--- src/rtl/jpeb_uart_pkg.sv ---
// Shared definitions for the UART transmit controller and the memory readback decode.
package jpeb_uart_pkg;

  typedef enum logic [1:0] {
    IDLE      = 2'd0,
    START     = 2'd1,
    WAIT_ACK  = 2'd2,
    WAIT_DONE = 2'd3
  } tx_state_e;

  localparam logic [15:0] TX_DATA_ADDR_DEFAULT = 16'hFFF0;
  localparam logic [15:0] TX_CTRL_ADDR_DEFAULT = 16'hFFF1;

  localparam int CTRL_FLUSH_BIT   = 0;
  localparam int CTRL_CLR_OVF_BIT = 1;

endpackage

--- src/rtl/byte_fifo.sv ---
// Show-ahead synchronous FIFO; pushes into a full FIFO and pops from an empty one are ignored.
module byte_fifo
  import jpeb_uart_pkg::*;
#(
  parameter int DEPTH = 16,
  parameter int WIDTH = 8
) (
  input  logic                     clk,
  input  logic                     reset,
  input  logic                     push,
  input  logic                     pop,
  input  logic                     flush,
  input  logic [WIDTH-1:0]         din,
  output logic [WIDTH-1:0]         dout,
  output logic [$clog2(DEPTH):0]   level,
  output logic                     full,
  output logic                     empty
);

  localparam int AW = $clog2(DEPTH);
  localparam int LW = AW + 1;
  localparam logic [LW-1:0] FULL_LEVEL = LW'(DEPTH);

  logic [WIDTH-1:0] mem_q [DEPTH];
  logic [WIDTH-1:0] mem_d [DEPTH];
  logic [AW-1:0]    wr_ptr_q, wr_ptr_d;
  logic [AW-1:0]    rd_ptr_q, rd_ptr_d;
  logic [LW-1:0]    level_q, level_d;
  logic             push_ok;
  logic             pop_ok;

  assign full    = (level_q == FULL_LEVEL);
  assign empty   = (level_q == '0);
  assign level   = level_q;
  assign dout    = mem_q[rd_ptr_q];
  assign push_ok = push && !full;
  assign pop_ok  = pop && !empty;

  // Pointer, level and storage updates; flush discards everything queued and wins over push/pop.
  always_comb begin
    mem_d    = mem_q;
    wr_ptr_d = wr_ptr_q;
    rd_ptr_d = rd_ptr_q;
    level_d  = level_q;
    if (flush) begin
      wr_ptr_d = '0;
      rd_ptr_d = '0;
      level_d  = '0;
    end else begin
      if (push_ok) begin
        mem_d[wr_ptr_q] = din;
        wr_ptr_d        = wr_ptr_q + 1'b1;
      end
      if (pop_ok) begin
        rd_ptr_d = rd_ptr_q + 1'b1;
      end
      case ({push_ok, pop_ok})
        2'b10:   level_d = level_q + 1'b1;
        2'b01:   level_d = level_q - 1'b1;
        default: level_d = level_q;
      endcase
    end
  end

  // Pointer and level registers are cleared by reset; data storage needs no reset.
  always_ff @(posedge clk) begin
    if (reset) begin
      wr_ptr_q <= '0;
      rd_ptr_q <= '0;
      level_q  <= '0;
    end else begin
      wr_ptr_q <= wr_ptr_d;
      rd_ptr_q <= rd_ptr_d;
      level_q  <= level_d;
    end
  end

  // Storage array register.
  always_ff @(posedge clk) begin
    mem_q <= mem_d;
  end

endmodule

--- src/rtl/uart_tx_ctrl.sv ---
// Memory-mapped transmit controller: snoops CPU writes, queues bytes, and hands them one at a
// time to the uart_tx serializer with a start pulse, retrying if the serializer never reacts.
module uart_tx_ctrl
  import jpeb_uart_pkg::*;
#(
  parameter int          DEPTH        = 16,
  parameter logic [15:0] TX_DATA_ADDR = TX_DATA_ADDR_DEFAULT,
  parameter logic [15:0] TX_CTRL_ADDR = TX_CTRL_ADDR_DEFAULT,
  parameter int          ACK_TIMEOUT  = 1023
) (
  input  logic                     clk,
  input  logic                     reset,
  input  logic                     wen,
  input  logic [15:0]              waddr,
  input  logic [15:0]              wdata,
  input  logic                     tx_ready,
  output logic                     tx_start,
  output logic [7:0]               tx_bus,
  output logic [$clog2(DEPTH):0]   fifo_level,
  output logic                     fifo_full,
  output logic                     fifo_empty,
  output logic                     overflow,
  output logic                     busy
);

  localparam int CW = $clog2(ACK_TIMEOUT + 1);
  localparam logic [CW-1:0] CNT_MAX = CW'(ACK_TIMEOUT);

  tx_state_e     state_q, state_d;
  logic          tx_start_q, tx_start_d;
  logic [7:0]    tx_bus_q, tx_bus_d;
  logic [CW-1:0] cnt_q, cnt_d;
  logic          overflow_q, overflow_d;
  logic          data_wr;
  logic          ctrl_wr;
  logic          flush;
  logic          pop;
  logic [7:0]    fifo_dout;
  logic          unused_wdata_hi;

  assign data_wr         = wen && (waddr == TX_DATA_ADDR);
  assign ctrl_wr         = wen && (waddr == TX_CTRL_ADDR);
  assign flush           = ctrl_wr && wdata[CTRL_FLUSH_BIT];
  assign unused_wdata_hi = ^wdata[15:8];

  byte_fifo #(
    .DEPTH (DEPTH),
    .WIDTH (8)
  ) u_fifo (
    .clk   (clk),
    .reset (reset),
    .push  (data_wr),
    .pop   (pop),
    .flush (flush),
    .din   (wdata[7:0]),
    .dout  (fifo_dout),
    .level (fifo_level),
    .full  (fifo_full),
    .empty (fifo_empty)
  );

  // Sticky overflow: set when a data write meets a full FIFO, cleared by a control write.
  always_comb begin
    overflow_d = overflow_q;
    if (data_wr && fifo_full) begin
      overflow_d = 1'b1;
    end else if (ctrl_wr && wdata[CTRL_CLR_OVF_BIT]) begin
      overflow_d = 1'b0;
    end
  end

  // Handshake sequencing: launch a byte, wait for the serializer to go busy (retrying on timeout),
  // then wait for it to finish before looking at the FIFO again.
  always_comb begin
    state_d    = state_q;
    tx_start_d = 1'b0;
    tx_bus_d   = tx_bus_q;
    cnt_d      = cnt_q;
    pop        = 1'b0;
    case (state_q)
      IDLE: begin
        if (!fifo_empty && tx_ready) begin
          tx_bus_d   = fifo_dout;
          pop        = 1'b1;
          tx_start_d = 1'b1;
          state_d    = START;
        end
      end
      START: begin
        cnt_d   = '0;
        state_d = WAIT_ACK;
      end
      WAIT_ACK: begin
        if (!tx_ready) begin
          state_d = WAIT_DONE;
        end else if (cnt_q == CNT_MAX) begin
          tx_start_d = 1'b1;
          state_d    = START;
        end else begin
          cnt_d = cnt_q + 1'b1;
        end
      end
      WAIT_DONE: begin
        if (tx_ready) begin
          state_d = IDLE;
        end
      end
      default: state_d = IDLE;
    endcase
  end

  // Controller registers with synchronous reset.
  always_ff @(posedge clk) begin
    if (reset) begin
      state_q    <= IDLE;
      tx_start_q <= 1'b0;
      tx_bus_q   <= 8'h00;
      cnt_q      <= '0;
      overflow_q <= 1'b0;
    end else begin
      state_q    <= state_d;
      tx_start_q <= tx_start_d;
      tx_bus_q   <= tx_bus_d;
      cnt_q      <= cnt_d;
      overflow_q <= overflow_d;
    end
  end

  assign tx_start = tx_start_q;
  assign tx_bus   = tx_bus_q;
  assign overflow = overflow_q;
  assign busy     = (state_q != IDLE) || !fifo_empty;

endmodule

--- config.mk ---
export PLATFORM = sky130hd
export DESIGN_NAME = uart_tx_ctrl
export DESIGN_NICKNAME = d
export VERILOG_FILES = /design/src/rtl/jpeb_uart_pkg.sv /design/src/rtl/byte_fifo.sv /design/src/rtl/uart_tx_ctrl.sv
export SDC_FILE = /design/constraint.sdc
export NUM_CORES = 1
export LEC_CHECK = 0
export ABC_CLOCK_PERIOD_IN_PS = 3600
export CORE_MARGIN = 5
export CORE_UTILIZATION = 58
export DETAILED_ROUTE_END_ITERATION = 10
export MAX_ROUTING_LAYER = met4
export PLACE_DENSITY = 0.77
export SYNTH_ARGS = -nofsm -noshare
export SYNTH_HDL_FRONTEND = slang
export SYNTH_SLANG_ARGS = --single-unit
--- constraint.sdc ---
create_clock -name clk -period 3.6 [get_ports clk]
set_clock_uncertainty 0.05 [all_clocks]
set_input_delay 0.72 -clock clk [delete_from_list [all_inputs] [get_ports clk]]
set_output_delay 0.72 -clock clk [all_outputs]
set_load 0.005 [all_outputs]
* Word-level counts from Yosys, hierarchy flattened *
Index checks and enable logic that the tools add are counted.

cells by class
  muxes and demuxes = 22
  magnitude comparators = 3
  $add $sub $neg = 5
  eq/ne operators = 14
  bitwise logic cells = 3
  reductions and logical operators = 23

operator list
  kind                                           count
  bitwise mux 128 bit                            1
  binary-select mux 8 bit (select 4 bit)         1
  demux 8 bit (select 4 bit)                     1
  equality test 16 bit, second input constant    2
  2-to-1 mux 8 bit                               3
  2-to-1 mux 10 bit                              2
  case mux 10 bit (2 select lines)               1
  adder 10 x 1 -> 10 bit, second input constant  1
  equality test 10 bit, second input constant    1
  >= comparator 5 bit, second input constant     2
  NOT 4 -> 5 bit                                 2
  case mux 5 bit (2 select lines)                1
  logical AND 1 bit                              9
  adder 4 x 1 -> 4 bit, second input constant    2
  2-to-1 mux 2 bit                               4
  inequality test 2 bit, second input constant   4
  case mux 2 bit (4 select lines)                1
  nonzero test 2 bit                             4
  equality test 2 bit, second input constant     3
  2-to-1 mux 1 bit                               6
  AND reduction 3 bit                            2
  adder 5 x 1 -> 5 bit, second input constant    1
  equality test 5 bit, second input constant     1
  zero test 5 bit                                1
  other kinds (11)                               14

storage, ports and cells
  register bits after elaboration = 163
  output and inout bits = 18
  word-level logic and storage cells = 94
  input bits = 36

* Logic depth before layout (Yosys ltp) *
Gate-level depths: netlist of run 1.

  depth after elaboration = 8
  depth in mapped cells = 11
  depth with buffers taken out = 10

* Modules after synthesis *
A second synthesis of run 1 with hierarchy kept.

unflattened totals
  cells, all modules = 435
  area, all modules = 6,776.5 sq um

modules (own cells, without submodules)
  module        instances  seq. area each (sq um)  area an instance (sq um)  cells each
  byte_fifo     1          4,103.9                 5,704.2                   312
  uart_tx_ctrl  1          440.4                   1,072.3                   123

* Least setup slack after synthesis of run 1 *
OpenSTA, ideal clock, no wires.

  kind = in2reg
  start point = in waddr[1]
  end point = reg u_fifo.level_q[4] (netlist: u_fifo.level[4])
  arrival time = 3.242 ns
  setup slack = 0.234 ns
  library setup time = 0.074 ns
  path buffers = 0
  cell stages on the path = 9
  required time = 3.476 ns
  cell sequence = or4b_4 nor4_2 nand2_1 ha_1 ha_1 nor2b_1 o21a_1 or3_1 a31oi_1

between the ends
  cells in the longest elaborated chain, start to end = 5
  elaborated cells on any way between the ends = 11
  classes of those cells = eq/ne: 4; mux: 1; reduce/logical: 6

RTL lines
  element                                                                line                RTL
  start: declaration                                                     uart_tx_ctrl.sv:14  input logic [15:0] waddr,
  equality test 16 bit                                                   uart_tx_ctrl.sv:41  assign data_wr = wen && (waddr == TX_DATA_ADDR);
  logical AND 1 bit                                                      uart_tx_ctrl.sv:41
  logical AND 1 bit                                                      byte_fifo.sv:36     assign push_ok = push && !full;
  equality test 2 x 1 -> 1 bit or equality test 2 bit (tied branches)    byte_fifo.sv:57     case ({push_ok, pop_ok})
  case mux 5 bit (2 select lines) or nonzero test 2 bit (tied branches)  --
  end signal: assignment                                                 byte_fifo.sv:74     level_q <= level_d;
  end: declaration                                                       byte_fifo.sv:28     logic [LW-1:0] level_q, level_d;

Parallel ways exist; a longest one is shown, timed or not.
A chain may end at the register's enable or synchronous reset.

* Worst setup path in the final report of run 1 *
Ends and elaborated chain as after synthesis.

==> results of run 1 <==
==> cells in the mapped netlist, types with 2 or more instances <==
cell       number
nand4_1         5
a2111oi_0       4
nand2b_1        4
nand2_1        14
xor2_1          3
nor2b_1         6
mux2i_1        43
buf_1           6
nor4_1          2
mux4_2         11
o22ai_1        21
nor2_1         33
a311oi_1        2
and4_1          4
or3_1           5
or3b_2          2
a22oi_1         3
inv_1          11
nor3_1         10
o211ai_1        5
o311ai_0        2
ha_1           10
dfxtp_1        35
or4_1           4
mux2_2          2
a41o_1          2
clkbuf_1       19
edfxtp_1      128
a31oi_1         8
and3_1          4
a21oi_1        21
nand3b_1        5
buf_2           3
nand3_1        14
o21ai_0        15
a31o_2          2
==> area by class of cell <==
cell class	instances	area [sq um]
clock buffers	18	429
clock inverters	14	163
fillers	732	3310
inverters	11	41.3
multi-input cells	280	2100
flip-flops and latches	163	4550
well taps	143	179
repair buffers	76	696
==> layout by cell type, fill, tap and decap left out, types with 11 or more instances in the layout <==
cell type and count:
clkdlybuf4s50_1 45, clkbuf_16 17, nand2_1 14, nand3_1 14
nor2_1 33, edfxtp_1 128, o22ai_1 21, dfxtp_1 34
mux4_2 11, mux2i_1 43, o21ai_0 15, inv_1 11
buf_4 30, a21oi_1 21
==> path summary, 6_finish.rpt <==
kind | slack, ns | endpoint | start
worst max-delay path | 0.32 | u_fifo.level[4]$_SDFFE_PP0P_ | waddr[1]
worst min-delay path | 0.49 | u_fifo.wr_ptr_q[0]$_SDFFE_PP0P_ | u_fifo.wr_ptr_q[0]$_SDFFE_PP0P_
worst max register to register | 0.67 | tx_bus[4]$_SDFFE_PP0P_ | u_fifo.rd_ptr_q[0]$_SDFFE_PP0P_
worst min register to register | 0.49 | u_fifo.wr_ptr_q[0]$_SDFFE_PP0P_ | u_fifo.wr_ptr_q[0]$_SDFFE_PP0P_
==> cells by family (layout without fill, tap and decap cells) <==
group / Yosys count / count (layout)
and+or+nand+nor: 117 / 117
xor gates and xnor gates: 4 / 4
buffers and inverters: 39 / 119
DFF: 163 / 163
adders and majority gates: 12 / 12
muxes: 56 / 56
AOI/OAI and AO/OA: 91 / 91
==> flip-flops by register name (all words and copies together), names as in the netlist <==
name             flops
u_fifo.mem_q       128
cnt_q               10
tx_bus               8
u_fifo.level         5
u_fifo.rd_ptr_q      4
u_fifo.wr_ptr_q      4
state_q              2
overflow             1
tx_start             1
==> power groups by stage <==
stage / Clock (W) / Combinational (W) / Sequential (W)
floorplan: 0 / 0.0000115 / 0.00207
global placement: 0 / 0.0000671 / 0.00207
detailed placement: 0 / 0.0000707 / 0.00207
CTS: 0.00181 / 0.0000717 / 0.00203
global route: 0.00189 / 0.0000765 / 0.00203
finish: 0.00179 / 0.0000715 / 0.00203
==> critical path, cell delays in order <==
cell and delay, ns:
clkdlybuf4s50_1 0.40, or4b_4 0.54, nor4_2 0.28, nand2_1 0.09, ha_1 0.24, ha_1 0.32
nor2b_1 0.17, o21a_1 0.21, o311ai_0 0.42, a31oi_1 0.14
==> metal layers <==
layer / vias to the layer above / part of all wire / GRT usage / routed length, um
met5: - / 0 / - / 0
met1: 2176 / 0.40 / 0.279 / 5880
met4: 0 / 0.020 / 0.0781 / 293
met3: 30 / 0.076 / 0.0544 / 1100
li1: 2016 / - / - / -
met2: 186 / 0.50 / 0.339 / 7320
==> through the flow <==
step | instances | total power, W | hold WS (ns) | util | area [sq um]
after floorplan | 482 | 0.00208 | 0.444 | - | 6800
after global placement | 673 | 0.00213 | 0.455 | 0.660 | 7570
after detailed placement | 673 | 0.00214 | 0.470 | 0.660 | 7570
after CTS | 705 | 0.00391 | 0.485 | 0.711 | 8160
after global routing | 705 | 0.00399 | 0.521 | 0.711 | 8160
final | 705 | 0.00389 | 0.485 | 0.711 | 8160
==> metrics, run 1 <==
Post-Synth Adder-Cell Area=0.0228; DRT Pass-1 Iters=5; clock share of power=0.461; PwrDens=477 nW/um^2; Worst EP required=3.84 ns; leakage power=2.62 nW; drt total wl=14600 um; Detailed Place HPWL=9580 um; # DRC=0; post_cts resized=0; remaining global-route overflow=0; kind of critical path=in2reg; Chip Height=118 um; antenna cells=0; switching power total=0.000749 W; CP Max Fanout=4; die area=14000 sq um; Tmin final=3.28 ns; post-synthesis simple-gate area fraction=0.0933; Clk pin slew, worst setup/hold paths=0.06 ns; Setup WS pre-CTS=-0.0495 ns; first-pass GRT wire length=22600 um; gpl congestion=0.828; via count=4408; Post-Syn Area=6800 sq um; clock buffer count from CTS=17; FP Rows=39; prevailing post-synth register cell=edfxtp_1; register area share after synthesis=0.668; Slew HR=0.256; nets@finish=596; Mapped Nets=529; library cells used by synthesis=50; Synth async-reset ratio=0; CTS H-tree lvls=4; TNS Setup=0 ns; CP arrival=3.52 ns; leading area contributor after synthesis=edfxtp_1; largest net degree at the start of global routing=43; Post-synth EDFFs=128; Least-Margin Pin Slew=1.12 ns; Post-Synth XOR/XNOR Area=0.00515; combinational power share=0.018; cells after synthesis=482; Internal=0.00314 W; final setup fails=0; CTS Buffer Depth=2; setup bufs post-CTS=0; setup ws final=0.318 ns; # port buffers=45; Starting Density=0.593; Area contributors post-synth=edfxtp_1, dfxtp_1, mux2i_1, mux4_2, o22ai_1; reg2reg path depth=3; Startpoint Class=primary input; sw frac=0.192; Core ar.=11500 sq um; initial antenna violation count=0; Slew Limit Fails=0; share of cells above drive strength 1=0.144; status=finished, final reports clean; DRT iter0 DRCs=539; max cap viols=0; Synth top area share=0.565; Final ANT Viol Nets=0; Hold Fails Final Rpt=0; cts hold-fix bufs=0; vias in the first global route=4124; Die Wd=118 um; WHS Path Cells=2; vias per cell=6.25; CTS tree=yes; Reg power frac=0.521; # clock sinks=163; largest family of logic cells by synthesized area=multiplexers; all-layer global routing usage=0.217; mux cell area share after synthesis=0.103; element type at the critical path end=register; worst min path class=reg2reg; unrepaired setup endpoints after global routing=false; yosys warns=0; worst vdd ir=0.389 mV; Avg Cell Area, Syn=14.1 sq um; average wire per standard cell=20.7 um; Layout area overhead=20.0%; worst skew pair latency=0.43 ns; Root Driver=clkbuf_16; Synth Register Bits=163; final period utilization=0.912; Compound-Gate Fraction of Synth Area=0.0852; Ports=54; Fmax achieved=305 MHz
Power figures use the tool's default switching activity.
==> inputs of run 2 (changes only) <==
CAP_MARGIN = 20   (was unset)
==> run 2 against run 1 <==
  * Clock-buffer cell count stayed put
  * Register-to-register slack better by 0.16 ns
  * Cell count grew 0.14%
  * First-iteration DRC count is 6.1% lower
  * Largest power group unchanged
  * Cell area rose by 0.34%
  * Combinational power about the same
  * Setup slack gained 0.021 ns
  * Routed wire length down 0.18%
  * Utilization rose by 0.24 points
  * Die area is the same
  * Hold slack improved by 0.00055 ns
  * Flip-flop and latch count unchanged
==> metrics, run 2 (same netlist as run 1, synthesis figures left out) <==
FP Rows=39 (unchanged); # DRC=0 (unchanged); via count=4405 (-0.068%); average wire per standard cell=20.6 um (-0.32%); drt total wl=14600 um (-0.18%); antenna cells=0 (unchanged); setup bufs post-CTS=0 (unchanged); setup ws final=0.339 ns (+0.0211 ns); reg2reg path depth=8 (+5); worst reg2reg path startpoint=state_q[1]$_SDFFE_PP0P_; # port buffers=45 (unchanged); Detailed Place HPWL=9580 um (unchanged); Die Wd=118 um (unchanged); gpl congestion=0.828 (unchanged); TNS Setup=0 ns (unchanged); Biggest register=u_fifo.mem_q; Ports=54 (unchanged); total power=0.00389 W (about the same); Fin Hold WS=0.486 ns (+0.000548 ns); clock buffer count from CTS=17 (unchanged); worst vdd ir=0.389 mV (about the same); status=finished, final reports clean; final setup fails=0 (unchanged); Starting Density=0.593 (unchanged); CTS H-tree lvls=4 (unchanged); vias per cell=6.24 (-0.21%); Worst Hold Launch=cnt_q[1]$_SDFFE_PP0P_; Core ar.=11500 sq um (unchanged); Final Instance Area=8190 sq um (+0.34%); Fillers=727 (-0.68%); CP arrival=3.50 ns (-0.02 ns); share of cells above drive strength 1=0.146 (+0.00152); PwrDens=475 nW/um^2 (-0.40%); WHS Path Cells=2 (unchanged); Chip Height=118 um (unchanged); CP Max Fanout=4 (unchanged); remaining global-route overflow=0 (unchanged); all-layer global routing usage=0.217 (unchanged); leakage power=2.63 nW (+0.43%); CP startpoint=waddr[1]; unrepaired setup endpoints after global routing=false; DRT Pass-1 Iters=5 (unchanged); first-pass GRT wire length=22600 um (unchanged); Final ANT Viol Nets=0 (unchanged); worst r2r dst=u_fifo.level[4]$_SDFFE_PP0P_; Tmin final=3.26 ns (-0.0211 ns); worst skew pair latency=0.43 ns (about the same); Fmax achieved=307 MHz (+0.65%); kind of critical path=in2reg; Hold Fails Final Rpt=0 (unchanged); initial antenna violation count=0 (unchanged); Setup WS pre-CTS=-0.0495 ns (unchanged); nets@finish=597 (+0.17%); Worst EP required=3.84 ns (about the same); DRT iter0 DRCs=506 (-6.1%); die area=14000 sq um (unchanged); Least-Margin Pin Slew=0.915 ns (-0.200 ns); Reg2Reg Setup Slack=0.83 ns (+0.16 ns); hold endpoint=cnt_q[1]$_SDFFE_PP0P_; cts hold-fix bufs=0 (unchanged); Slew Limit Fails=0 (unchanged); Slew HR=0.374 (+0.118); Layout area overhead=20.4%; # clock sinks=163 (unchanged); CTS tree=yes; CTS Buffer Depth=2 (unchanged); final period utilization=0.906 (-0.00585); worst min path class=reg2reg; vias in the first global route=4124 (unchanged); largest net degree at the start of global routing=43 (unchanged); post-placement cell area=7570 sq um (unchanged); commonest cells after routing, fill and taps aside=edfxtp_1, clkdlybuf4s50_1, mux2i_1; Clk pin slew, worst setup/hold paths=0.06 ns (about the same); max reg flops=128 (unchanged); Startpoint Class=primary input; commonest non-fill, non-tap cell in the layout=edfxtp_1; Root Driver=clkbuf_16; element type at the critical path end=register; max cap viols=0 (unchanged); post_cts resized=0 (unchanged)
-- run 2: cell types whose count changed in the layout (fill, tap and decap cells not counted) --
cell    change
buf_16      +1
-- run 2: through the flow --
step | cells | utilization
2_1_floorplan | 482 | -
3_3_place_gp | 673 | 0.660
3_5_place_dp | 673 | 0.660
4_1_cts | 705 | 0.711
5_1_grt | 706 | 0.714
6_report | 706 | 0.714
-- run 2: where the power goes --
group          leakage (nW)  total (W)  switching [W]  internal (W)
logic                 0.922  0.0000715      0.0000391     0.0000324
clock network         0.277    0.00179       0.000707       0.00108
registers              1.43    0.00203  0.00000000390       0.00203
-- run 2: area by class of cell --
cell class                      instances  area, sq um  share of cell area
Clock buffer                           18          429              0.0524
Clock inverter                         14          163              0.0199
Inverter                               11         41.3             0.00504
Multi-Input combinational cell        280         2100               0.257
Sequential cell                       163         4550               0.555
Tap cell                              143          179              0.0219
Timing Repair Buffer                   77          723              0.0884
-- run 2: worst max-delay path by stage --
stage / endpoint / depth (start not counted)
after floorplan: u_fifo.level[4]$_SDFFE_PP0P_ / 9
after CTS: u_fifo.level[4]$_SDFFE_PP0P_ / 10
after detailed placement: u_fifo.level[4]$_SDFFE_PP0P_ / 10
after global routing: u_fifo.level[4]$_SDFFE_PP0P_ / 10
final: u_fifo.level[4]$_SDFFE_PP0P_ / 10
after global placement: u_fifo.level[4]$_SDFFE_PP0P_ / 10
-- run 2: worst max-delay path, cell delays in order --
cell and delay [ns]:
clkdlybuf4s50_1 0.40, or4b_4 0.54, nor4_2 0.27, nand2_1 0.09, ha_1 0.24, ha_1 0.32
nor2b_1 0.17, o21a_1 0.21, o311ai_0 0.40, a31oi_1 0.13
-- run 2: layer usage --
layer	GRT usage	part of all wire	vias to the layer above
li1	-	-	2019
met1	0.279	0.40	2161
met2	0.339	0.50	193
met3	0.0544	0.075	32
met4	0.0781	0.018	0
met5	-	0	-
==> inputs of run 3 (changes only) <==
CAP_MARGIN = 10   (was 20)
SKIP_LAST_GASP = 1   (was unset)
==> results of run 3 <==
Final layout, timing and power as in run 1 (identical DEF).
